`config.mk`:
```
export PLATFORM = sky130hd
export DESIGN_NAME = wave_gen
export DESIGN_NICKNAME = d
export VERILOG_FILES = /design/src/rtl/wave_gen.sv
export SDC_FILE = /design/constraint.sdc
export NUM_CORES = 1
export LEC_CHECK = 0
export CORE_UTILIZATION = 26
export CTS_BUF_LIST = sky130_fd_sc_hd__clkbuf_16
export CTS_CLUSTER_SIZE = 40
export DETAILED_ROUTE_END_ITERATION = 8
export GPL_TIMING_DRIVEN = 0
export SKIP_LAST_GASP = 1
export SLEW_MARGIN = 0
export SYNTH_ARGS = -nofsm -noshare
export SYNTH_HDL_FRONTEND = slang
export SYNTH_SLANG_ARGS = --single-unit
export TNS_END_PERCENT = 1
```
`constraint.sdc`:
```
create_clock -name clk -period 2.9 [get_ports clk]
set_input_delay 0.58 -clock clk [delete_from_list [all_inputs] [get_ports clk]]
set_output_delay 0.58 -clock clk [all_outputs]
set_load 0.03 [all_outputs]
```
`src/rtl/wave_gen.sv`:
```
// Eight-step waveform generator: sine, square, triangle or sawtooth, each step held for hold_period+1 clocks.
// Optional output attenuation is compiled in with the WAVE_GEN_AMP_SHIFT_EN macro (adds the amp_shift input).
module wave_gen #(
  parameter int DATA_W = 16,
  parameter int HOLD_W = 8
) (
  input  logic              clk,
  input  logic              reset,
  input  logic              en,
  input  logic [1:0]        mode,
  input  logic [HOLD_W-1:0] hold_period,
`ifdef WAVE_GEN_AMP_SHIFT_EN
  input  logic [3:0]        amp_shift,
`endif
  output logic [DATA_W-1:0] wave_data,
  output logic              wave_valid,
  output logic [2:0]        step_idx,
  output logic              step_strobe,
  output logic              cycle_done
);

  typedef enum logic {
    ST_IDLE = 1'b0,
    ST_RUN  = 1'b1
  } state_e;

  state_e            state_q, state_d;
  logic [HOLD_W-1:0] cnt_q, cnt_d;
  logic [HOLD_W-1:0] hold_q, hold_d;
  logic [2:0]        step_q, step_d;
  logic [1:0]        mode_q, mode_d;
  logic [3:0]        shift_q, shift_d;
  logic              strobe_q, strobe_d;
  logic [DATA_W-1:0] data_q, data_d;
  logic [3:0]        shift_in;
  logic              step_end;

`ifdef WAVE_GEN_AMP_SHIFT_EN
  assign shift_in = amp_shift;
`else
  assign shift_in = 4'd0;
`endif

  function automatic logic [15:0] table_lookup(input logic [1:0] m, input logic [2:0] s);
    logic [15:0] v;
    v = 16'h0000;
    case (m)
      2'd0: begin
        case (s)
          3'd0: v = 16'h0000;
          3'd1: v = 16'h5A7E;
          3'd2: v = 16'h7FFF;
          3'd3: v = 16'h5A7E;
          3'd4: v = 16'h0000;
          3'd5: v = 16'hA582;
          3'd6: v = 16'h8000;
          default: v = 16'hA582;
        endcase
      end
      2'd1: v = s[2] ? 16'h8000 : 16'h7FFF;
      2'd2: begin
        case (s)
          3'd0: v = 16'h0000;
          3'd1: v = 16'h4000;
          3'd2: v = 16'h7FFF;
          3'd3: v = 16'h4000;
          3'd4: v = 16'h0000;
          3'd5: v = 16'hC000;
          3'd6: v = 16'h8000;
          default: v = 16'hC000;
        endcase
      end
      default: v = {~s[2], s[1:0], 13'd0};  // sawtooth: 8000 + s*2000, wrapping at step 4
    endcase
    return v;
  endfunction

  // Keep the top DATA_W bits, then attenuate with sign fill; shifts past the width leave only sign bits.
  function automatic logic [DATA_W-1:0] scale_sample(input logic [15:0] raw, input logic [3:0] sh);
    logic signed [DATA_W-1:0] trunc;
    trunc = $signed(raw[15 -: DATA_W]);
    if (int'(sh) >= DATA_W) begin
      return {DATA_W{trunc[DATA_W-1]}};
    end
    return trunc >>> sh;
  endfunction

  assign step_end = (cnt_q == hold_q);

  always_ff @(posedge clk or posedge reset) begin
    if (reset) begin
      state_q  <= ST_IDLE;
      cnt_q    <= '0;
      hold_q   <= '0;
      step_q   <= 3'd0;
      mode_q   <= 2'd0;
      shift_q  <= 4'd0;
      strobe_q <= 1'b0;
      data_q   <= '0;
    end else begin
      state_q  <= state_d;
      cnt_q    <= cnt_d;
      hold_q   <= hold_d;
      step_q   <= step_d;
      mode_q   <= mode_d;
      shift_q  <= shift_d;
      strobe_q <= strobe_d;
      data_q   <= data_d;
    end
  end

  always_comb begin
    state_d  = state_q;
    cnt_d    = cnt_q;
    hold_d   = hold_q;
    step_d   = step_q;
    mode_d   = mode_q;
    shift_d  = shift_q;
    strobe_d = 1'b0;
    data_d   = data_q;

    case (state_q)
      ST_IDLE: begin
        cnt_d  = '0;
        step_d = 3'd0;
        data_d = '0;
        if (en) begin
          state_d  = ST_RUN;
          mode_d   = mode;
          hold_d   = hold_period;
          shift_d  = shift_in;
          strobe_d = 1'b1;
          data_d   = scale_sample(table_lookup(mode, 3'd0), shift_in);
        end
      end
      default: begin
        if (!en) begin
          // Dropping enable beats any pending step or wrap on this edge.
          state_d = ST_IDLE;
          cnt_d   = '0;
          step_d  = 3'd0;
          data_d  = '0;
        end else if (step_end) begin
          cnt_d    = '0;
          step_d   = step_q + 3'd1;
          strobe_d = 1'b1;
          if (step_q == 3'd7) begin
            mode_d  = mode;
            hold_d  = hold_period;
            shift_d = shift_in;
          end
          data_d = scale_sample(table_lookup(mode_d, step_d), shift_d);
        end else begin
          cnt_d = cnt_q + 1'b1;
        end
      end
    endcase
  end

  assign wave_data   = data_q;
  assign wave_valid  = (state_q == ST_RUN);
  assign step_idx    = step_q;
  assign step_strobe = strobe_q;
  assign cycle_done  = (state_q == ST_RUN) && (step_q == 3'd7) && step_end;

endmodule
```
==> results.md, run 1 <==
- Antenna violations before repair: 0
- Count of input and output buffers: 33
- Power Density: 478 nW/um2
- DRT Pass-1 Iters: 5
- Yosys warning total: 0
- H-tree levels: 2
- # IOs: 35
- Share of final-layout standard cells stronger than drive strength 1: 14.0%
- Path class of the lowest-slack min-delay path: register to register
- Total grt overflow: 0
- Worst-case setup margin in the final layout: 0.103 ns
- Global-route wire length before repair: 14300 um
- Worst skew pair latency: 0.29 ns
- Total track usage: 15.8%
- Worst Max-Slew Pin Slew: 0.566 ns
- Leakage: 0.00145 uW
- Peak supply drop: 297 uV
- Post-synthesis instance area: 2910 um2
- Final critical delay including setup and external delays: 2.80 ns
- Sequential fraction of the synthesis area: 37.0%
- Sum of net half-perimeters after detailed placement: 6530 um
- Via count normalized by instance count: 5.38
- Root Driver: sky130_fd_sc_hd__clkbuf_16
- N_diodes: 0
- Hold violation count in the final report: 0
- Worst path arrival time: 2.97 ns
- Via count: 2677
- Gate count of the mapped netlist: 314
- Synthesized netlist net count: 331
- Maxcap violations: 0
- Outcome: complete, no violations
- Maximum clock insertion buffer count: 2
- Nature of the critical path endpoint: register
- Area growth, synth to finish: 26.0%
- Violation count after the first detailed-routing iteration: 303
- Via count of the first global-routing pass: 2702
- DR DRC count: 0
- Sink count of the clock tree: 43
- Effective utilization at floorplan: 26.8%
- Fraction of registers with async set or reset after synthesis: 100%
- Instance area after placement: 3430 um2
- Critical Setup Path Class: register to register
- Number of flip-flops and latches in the synthesized netlist: 43
- Floorplan die height: 108 um
- RSZ-0062 raised after global routing: yes
- Final Wtd Congestion: 0.938
- Crit path launch type: register
- Synth unique cells: 71
- Core outline area: 10800 um2
- Sum of routed wire length over all layers: 8760 um
- Ratio of final minimum period to clock period: 96.5%
- Design area: 3660 um2
- Top flip-flop cell by instance count after synthesis: sky130_fd_sc_hd__dfrtp_1
- Worst Setup Slack post-DPL: -0.232 ns
- Clock tree skew after final layout: 0.00669 ns
- Number of nets in the final layout: 374
- Routed Antenna Nets: 0
- Clock-pin slew reported for the worst setup and hold paths after clock tree synthesis: 0.06 ns
- WHS Path Cells: 1
- Critical-path maximum fanout: 10
- Number of fill cells: 1125
- Worst reg2reg path depth: 10
- Worst endpoint required time: 3.07 ns
- Average cell area after synthesis: 9.25 um2
- Area enclosed by the die boundary: 11600 um2
- Site Rows: 38
- CTS tree: done
- Pin count of the biggest net entering global routing: 33
- Width of the die: 108 um
- Maximum clock rate: 357 MHz
- Wire per inst: 17.6 um
- Number of buffers added by the clock tree synthesis step: 5
- Normalized max-slew margin: 61.2%
- Number of enable-type register cells in the synthesized netlist: 0
- Final Max Tran Viols: 0
- Setup violations, final: 0
-- cell usage after synthesis (6+ instances only) --
cell                       count  area (um2)
sky130_fd_sc_hd__nand3_1       8        40.0
sky130_fd_sc_hd__mux2_2       12         135
sky130_fd_sc_hd__nand4_1       6        37.5
sky130_fd_sc_hd__clkbuf_1     13        48.8
sky130_fd_sc_hd__o21a_1        6        45.0
sky130_fd_sc_hd__nand2_1      15        56.3
sky130_fd_sc_hd__o21ai_0      14        70.1
sky130_fd_sc_hd__nand2b_1      6        37.5
sky130_fd_sc_hd__mux2i_1       9        90.1
sky130_fd_sc_hd__nor3_1        7        35.0
sky130_fd_sc_hd__dfrtp_1      43        1080
sky130_fd_sc_hd__o211ai_1      6        45.0
sky130_fd_sc_hd__and2_1        7        43.8
sky130_fd_sc_hd__nor2_1       35         131
sky130_fd_sc_hd__a21oi_1      14        70.1
sky130_fd_sc_hd__xnor2_1      13         114
-- where the power goes --
part	switching (uW)	total [uW]	internal, uW
Combinational	242	425	182
Sequential	36.5	681	644
Clock	239	645	406
Total	518	1750	1230
-- sequential cells by signal (all words and copies together), names as in the netlist --
register     flops
mode_q           2
wave_data       16
step_strobe      1
step_idx         3
wave_valid       1
hold_q           8
cnt_q            8
shift_q          4
-- critical path: stages, from the launching register on --
cell	delay, ns
sky130_fd_sc_hd__dfrtp_1	0.41
sky130_fd_sc_hd__ha_1	0.21
sky130_fd_sc_hd__ha_1	0.18
sky130_fd_sc_hd__buf_6	0.14
sky130_fd_sc_hd__mux2i_1	0.23
sky130_fd_sc_hd__a311oi_4	0.47
sky130_fd_sc_hd__buf_4	0.19
sky130_fd_sc_hd__o21a_1	0.13
sky130_fd_sc_hd__o2bb2ai_1	0.09
sky130_fd_sc_hd__or4_1	0.48
sky130_fd_sc_hd__o211a_1	0.14
-- routing by layer --
metal | up-vias | wire length [um] | GRT usage [%]
met4 | 0 | 133 | 4.70
met5 | - | 0 | 0
met2 | 74 | 4340 | 27.2
met1 | 1334 | 3800 | 20.4
li1 | 1257 | - | -
met3 | 12 | 486 | 2.30
-- stage by stage --
stage	TNS [ns]	power (uW)	std cells	hold slack (ns)	utilization, %
final	0	1750	498	0.513	33.8
after global routing	-0.0145	1840	498	0.529	33.8
after CTS	-0.127	1740	496	0.517	33.2
after detailed placement	-0.719	1090	488	0.506	31.6
after global placement	-0.908	1080	487	0.517	31.5
after floorplan	0	945	314	0.485	-
-- placed cells by master (no fill, tap or decap), types with 6 or more instances in the layout --
cell type                         instances
sky130_fd_sc_hd__nor3_1                   7
sky130_fd_sc_hd__nand2_1                 15
sky130_fd_sc_hd__clkdlybuf4s50_1         32
sky130_fd_sc_hd__o21ai_0                 14
sky130_fd_sc_hd__o211ai_1                 6
sky130_fd_sc_hd__a21oi_1                 14
sky130_fd_sc_hd__nor2_1                  35
sky130_fd_sc_hd__mux2_2                  12
sky130_fd_sc_hd__dfrtp_1                 43
sky130_fd_sc_hd__and2_1                   7
sky130_fd_sc_hd__nand2b_1                 6
sky130_fd_sc_hd__xnor2_1                 13
sky130_fd_sc_hd__nand3_1                  8
sky130_fd_sc_hd__nand4_1                  6
sky130_fd_sc_hd__clkbuf_1                12
sky130_fd_sc_hd__mux2i_1                  9
-- logic make-up after synthesis --
| family | synth area share, % |
|---|---|
| buffers and inverters | 3.96 |
| DFF | 37.0 |
| xor gates and xnor gates | 4.82 |
| adders and majority gates | 1.72 |
| AOI/OAI and AO/OA | 23.9 |
| and+or+nand+nor | 20.8 |
| muxes | 7.75 |
-- cell type report --
type,count,area (um2),share of cell area (%)
Multi-Input combinational cell,246,1750,47.8
Sequential cell,43,1080,29.4
Timing Repair Buffer,36,377,10.3
Tap cell,140,175,4.79
Clock buffer,5,125,3.42
Buffer,20,97.6,2.67
Clock inverter,3,42.5,1.16
Inverter,5,18.8,0.513
-- what timing repair did --
action                                  4_1_cts  5_1_grt
setup buffers                                 0        2
pin swaps                                     0        2
endpoints found under the hold margin         0        0
hold buffers                                  0        0
resized for setup                             2        6
endpoints found under the setup margin        2       11
-- path summary, 6_finish.rpt --
| kind | start | endpoint | slack, ns |
|---|---|---|---|
| min in group asynchronous | reset | wave_data[13] | 0.55 |
| worst min register to register | wave_data[7] | wave_data[7] | 0.51 |
| worst max register to register | step_idx[0] | wave_data[1] | 0.10 |
| worst max-delay path | step_idx[0] | wave_data[1] | 0.10 |
| max in group asynchronous | reset | wave_data[5] | 1.89 |
| worst min-delay path | wave_data[7] | wave_data[7] | 0.51 |
(Power assumes the default switching activity.)
==> inputs of run 2 (changes only) <==
- ABC_AREA: unset -> 1
==> results.md, run 2 <==
- Global-route wire length before repair: 11400 um
- Most frequent cells in the layout: sky130_fd_sc_hd__nand2_1, sky130_fd_sc_hd__dfrtp_1, sky130_fd_sc_hd__inv_1, sky130_fd_sc_hd__nor2_1, sky130_fd_sc_hd__clkdlybuf4s50_1
- # IOs: 35
- Via count of the first global-routing pass: 2449
- Design area: 3400 um2
- Finished Layout Cells: 564
- Ratio of final minimum period to clock period: 86.0%
- Nature of the critical path endpoint: register
- Post-CTS setup repair buffer count: 0
- Internal power: 1170 uW
- Site Rows: 37
- Total grt overflow: 0
- Count of hold-fix buffers inserted at cts: 0
- Core outline area: 10200 um2
- Worst skew pair latency: 0.28 ns
- Final Max Tran Viols: 0
- DRT Pass-1 Iters: 4
- Top flip-flop cell by instance count after synthesis: sky130_fd_sc_hd__dfrtp_1
- Sequential Power Share: 38.7%
- Multi-input combinational cell area: 1420 um2
- Average cell area after synthesis: 7.08 um2
- Synth unique cells: 30
- Area enclosed by the die boundary: 10900 um2
- Final critical delay including setup and external delays: 2.49 ns
- Clock-pin slew reported for the worst setup and hold paths after clock tree synthesis: 0.06 ns
- Largest cells by area after synthesis: sky130_fd_sc_hd__dfrtp_1, sky130_fd_sc_hd__nand2_1, sky130_fd_sc_hd__inv_1, sky130_fd_sc_hd__nand3_1, sky130_fd_sc_hd__nor2_1
- Total negative slack for setup checks: 0 ns
- Cell type with the highest aggregate area in the netlist: sky130_fd_sc_hd__dfrtp_1
- Outcome: complete, no violations
- Antenna violations before repair: 0
- Area growth, synth to finish: 24.7%
- Max FFs per register: 16
- Sequential cell area: 1080 um2
- Violation count after the first detailed-routing iteration: 162
- Worst endpoint required time: 3.11 ns
- Number of fill cells: 1044
- Number of nets in the final layout: 444
- Total track usage: 12.8%
- Share of final-layout standard cells stronger than drive strength 1: 13.8%
- Switching part of the total power: 34.0%
- Floorplan die height: 104 um
- Maximum clock rate: 401 MHz
- CTS tree: done
- H-tree levels: 2
- Leakage: 0.00162 uW
- Worst Setup Slack post-DPL: 0.349 ns
- Setup violations, final: 0
- Worst path arrival time: 2.71 ns
- Most numerous cell in the Yosys netlist: sky130_fd_sc_hd__nand2_1
- Via count: 2520
- Via count normalized by instance count: 4.47
- Maximum clock insertion buffer count: 2
- DR DRC count: 0
- Power Density: 521 nW/um2
- Synthesized netlist net count: 402
- Sink count of the clock tree: 43
- Number of buffers added by the clock tree synthesis step: 5
- Cts repair resizes: 0
- Path class of the lowest-slack min-delay path: register to register
- Worst Max-Slew Pin Slew: 0.427 ns
- N_diodes: 0
- Final Wtd Congestion: 0.857
- Critical-path maximum fanout: 7
- Sequential fraction of the synthesis area: 39.4%
- Pin count of the biggest net entering global routing: 31
- Root Driver: sky130_fd_sc_hd__clkbuf_16
- Routed Antenna Nets: 0
- Normalized max-slew margin: 71.5%
- Fraction of registers with async set or reset after synthesis: 100%
- Count of input and output buffers: 34
- Number of placed instances, taps included: 556
- Commonest cells in the netlist: sky130_fd_sc_hd__nand2_1, sky130_fd_sc_hd__dfrtp_1, sky130_fd_sc_hd__inv_1
- NetSw: 603 uW
- Width of the die: 104 um
- Clock tree skew after final layout: 0.00600 ns
- Most common cell after layout, fill and taps aside: sky130_fd_sc_hd__nand2_1
- Instance area after placement: 3260 um2
- Hold violation count in the final report: 0
- RSZ-0062 raised after global routing: no
- Number of flip-flops and latches in the synthesized netlist: 43
- Register-to-register setup slack: 0.41 ns
- Fraction of synthesized cell area taken by the top area cell type: 39.4%
- Crit path launch type: register
- Maxcap violations: 0
- Sum of routed wire length over all layers: 6560 um
- Number of enable-type register cells in the synthesized netlist: 0
- Critical Setup Path Class: register to register
- Worst-case setup margin in the final layout: 0.405 ns
- Peak supply drop: 196 uV
- Post-synthesis instance area: 2730 um2
- Combinational share of power: 30.7%
- Wire per inst: 11.6 um
- Yosys warning total: 0
- Gate count of the mapped netlist: 385
- Clock share of power: 30.6%
- Effective utilization at floorplan: 26.7%
- Sum of net half-perimeters after detailed placement: 5210 um
## run 2: power by group through the flow
| stage | combinational [uW] | clock (uW) | sequential (uW) |
|---|---|---|---|
| after global placement | 543 | 0 | 697 |
| after CTS | 548 | 557 | 687 |
| final | 544 | 543 | 686 |
| after detailed placement | 546 | 0 | 698 |
| after floorplan | 316 | 0 | 757 |
| after global routing | 604 | 587 | 693 |
## run 2: worst paths after layout
path / start / end / cells after the start
max: step_idx[0] / wave_data[4] / 15
min: wave_data[15] / wave_data[15] / 2
max reg2reg: step_idx[0] / wave_data[4] / 15
min reg2reg: wave_data[15] / wave_data[15] / 2
max in group asynchronous: reset / step_idx[1] / 3
min in group asynchronous: reset / wave_data[13] / 2
## run 2: worst max-delay path: stages (launching register included)
cell                      delay (ns)
sky130_fd_sc_hd__dfrtp_1        0.46
sky130_fd_sc_hd__ha_1           0.23
sky130_fd_sc_hd__ha_1           0.31
sky130_fd_sc_hd__inv_2          0.11
sky130_fd_sc_hd__nand2_1        0.10
sky130_fd_sc_hd__nor2_1         0.20
sky130_fd_sc_hd__nand2_2        0.07
sky130_fd_sc_hd__nand2_1        0.10
sky130_fd_sc_hd__nand2_4        0.08
sky130_fd_sc_hd__nand3_1        0.11
sky130_fd_sc_hd__nand2_2        0.08
sky130_fd_sc_hd__o21ai_1        0.12
sky130_fd_sc_hd__inv_1          0.06
sky130_fd_sc_hd__a21oi_1        0.16
sky130_fd_sc_hd__nand2_1        0.10
sky130_fd_sc_hd__a21oi_2        0.12
## run 2: logic make-up after synthesis
logic type               Yosys count  share of synthesized area [%]
AND/OR/NAND/NOR                  228                           38.9
flip-flops                        43                           39.4
AO/OA/AOI/OAI                     52                           10.9
adder cells (fa/ha/maj)            4                           1.83
XOR/XNOR                           1                          0.321
buffers and inverters             57                           8.58
## run 2: metal layers
layer	vias to the layer above	share of wire, %	GRT usage, %
met3	12	2.8	2.19
met2	28	49	21.6
li1	1316	-	-
met4	0	1.6	4.49
met1	1164	47	16.4
met5	-	0	0
## run 2: final cells by class
cell class | instances | area share, %
plain buffers | 8 | 1.32
clock buffers | 5 | 3.68
clock inverters | 3 | 0.442
inverters | 49 | 5.56
multi-input cells | 285 | 41.7
flip-flops and latches | 43 | 31.6
well taps | 136 | 5.00
repair buffers | 35 | 10.7
## run 2: metrics by stage
| step | utilization (%) | power [uW] | hold slack [ns] |
|---|---|---|---|
| finish | 33.2 | 1770 | 0.482 |
| global route | 33.2 | 1880 | 0.538 |
| CTS | 33.2 | 1790 | 0.489 |
| detailed placement | 31.8 | 1240 | 0.472 |
| global placement | 31.6 | 1240 | 0.471 |
| floorplan | - | 1070 | 0.470 |
==> inputs of run 3 (changes only) <==
- CORE_UTILIZATION: 26 -> 40
==> results.md, run 3 (same netlist as run 2, synthesis figures left out) <==
- Final Wtd Congestion: 0.928
- Violation count after the first detailed-routing iteration: 156
- Sum of routed wire length over all layers: 6520 um
- Ratio of final minimum period to clock period: 90.7%
- Area growth, synth to finish: 21.6%
- Area enclosed by the die boundary: 7150 um2
- Core outline area: 6460 um2
- RSZ-0062 raised after global routing: no
- NetSw: 595 uW
- Count of hold-fix buffers inserted at cts: 0
- CTS tree: done
- Outcome: complete, no violations
- Width of the die: 84.6 um
- Combinational share of power: 31.2%
- Share of final-layout standard cells stronger than drive strength 1: 13.3%
- Floorplan die height: 84.6 um
- Number of nets in the final layout: 444
- Clock tree skew after final layout: 0.00439 ns
- # IOs: 35
- Crit path launch type: register
- Total track usage: 19.8%
- Multi-input combinational cell area: 1420 um2
- Final critical delay including setup and external delays: 2.63 ns
- Number of fill cells: 663
- Global-route wire length before repair: 11400 um
- Most frequent cells in the layout: sky130_fd_sc_hd__nand2_1, sky130_fd_sc_hd__dfrtp_1, sky130_fd_sc_hd__inv_1, sky130_fd_sc_hd__nor2_1, sky130_fd_sc_hd__clkdlybuf4s50_1
- Register-to-register setup slack: 0.50 ns
- Most common cell after layout, fill and taps aside: sky130_fd_sc_hd__nand2_1
- Final Core Density: 51.4%
- Site Rows: 29
- N_diodes: 0
- Maxcap violations: 0
- Via count of the first global-routing pass: 2411
- Count of input and output buffers: 34
- Power Density: 530 nW/um2
- Critical Setup Path Class: register to output port
- Effective utilization at floorplan: 42.2%
- Sum of net half-perimeters after detailed placement: 5070 um
- Total negative slack for setup checks: 0 ns
- Clock share of power: 29.8%
- Path class of the lowest-slack min-delay path: register to register
- Wire per inst: 12.9 um
- Post-CTS setup repair buffer count: 0
- Peak supply drop: 246 uV
- Switching part of the total power: 33.8%
- Max FFs per register: 16
- Via count: 2531
- Setup violations, final: 0
- Internal power: 1160 uW
- Worst path arrival time: 2.05 ns
- Clock-pin slew reported for the worst setup and hold paths after clock tree synthesis: 0.06 ns
- Sink count of the clock tree: 43
- Maximum clock rate: 380 MHz
- Root Driver: sky130_fd_sc_hd__clkbuf_16
- Sequential cell area: 1080 um2
- Pin count of the biggest net entering global routing: 31
- Final Max Tran Viols: 0
- Hold violation count in the final report: 0
- Leakage: 0.00160 uW
- Worst Max-Slew Pin Slew: 0.451 ns
- Total grt overflow: 0
- Nature of the critical path endpoint: output port
- Worst endpoint required time: 2.32 ns
- Normalized max-slew margin: 69.9%
- Maximum clock insertion buffer count: 2
- Critical-path maximum fanout: 4
- H-tree levels: 2
- Via count normalized by instance count: 5.02
- Routed Antenna Nets: 0
- DRT Pass-1 Iters: 6
- Sequential Power Share: 39.0%
- DR DRC count: 0
- Worst skew pair latency: 0.28 ns
- Number of buffers added by the clock tree synthesis step: 5
- Antenna violations before repair: 0
-- run 3: final cells by class --
cell class | count | area share (%)
multi-input combinational | 285 | 42.7
timing repair buffer | 35 | 10.8
tap | 77 | 2.90
clock buffer | 5 | 3.77
inverter | 49 | 5.70
buffer | 8 | 1.36
clock inverter | 2 | 0.264
sequential | 43 | 32.4
-- run 3: final timing paths --
path / start / end / cells after the start
hold / removal: wave_data[15] / wave_data[15] / 2
setup reg to reg: step_idx[0] / wave_data[1] / 15
hold reg to reg: wave_data[15] / wave_data[15] / 2
max in group asynchronous: reset / shift_q[1] / 3
setup / recovery: cnt_q[0] / cycle_done / 7
min in group asynchronous: reset / hold_q[7] / 2
-- run 3: power by group through the flow --
stage	sequential [uW]	clock, uW	combinational (uW)
finish	686	524	549
global route	692	567	614
global placement	696	0	539
floorplan	757	0	316
detailed placement	697	0	546
CTS	686	541	549
-- run 3: repair_timing --
item	in CTS	in global routing
gates resized for setup	1	0
endpoints found under the hold margin	0	0
endpoints found under the setup margin	1	0
-- run 3: critical path, stage by stage, from the launching register on --
cell	delay (ns)
sky130_fd_sc_hd__dfrtp_1	0.41
sky130_fd_sc_hd__inv_2	0.06
sky130_fd_sc_hd__nand2_1	0.05
sky130_fd_sc_hd__nand4_1	0.14
sky130_fd_sc_hd__a221oi_1	0.30
sky130_fd_sc_hd__nand2_1	0.21
sky130_fd_sc_hd__nor3_1	0.18
sky130_fd_sc_hd__dlygate4sd2_1	0.42
-- run 3: per-layer routing --
metal	GRT usage (%)	wire length (um)	vias to the layer above
li1	-	-	1312
met1	26.9	3110	1164
met2	33.0	3060	48
met3	3.74	279	7
met4	4.16	71	0
met5	0	0	-
-- run 3: per-stage QoR --
stage	power, uW	hold slack [ns]	cell area (um2)	setup slack [ns]	std cells
2_1_floorplan	1070	0.470	2730	0.489	385
3_3_place_gp	1230	0.462	3160	0.328	496
3_5_place_dp	1240	0.470	3180	0.247	497
4_1_cts	1780	0.493	3320	0.236	504
5_1_grt	1870	0.531	3320	0.0862	504
6_report	1760	0.487	3320	0.270	504
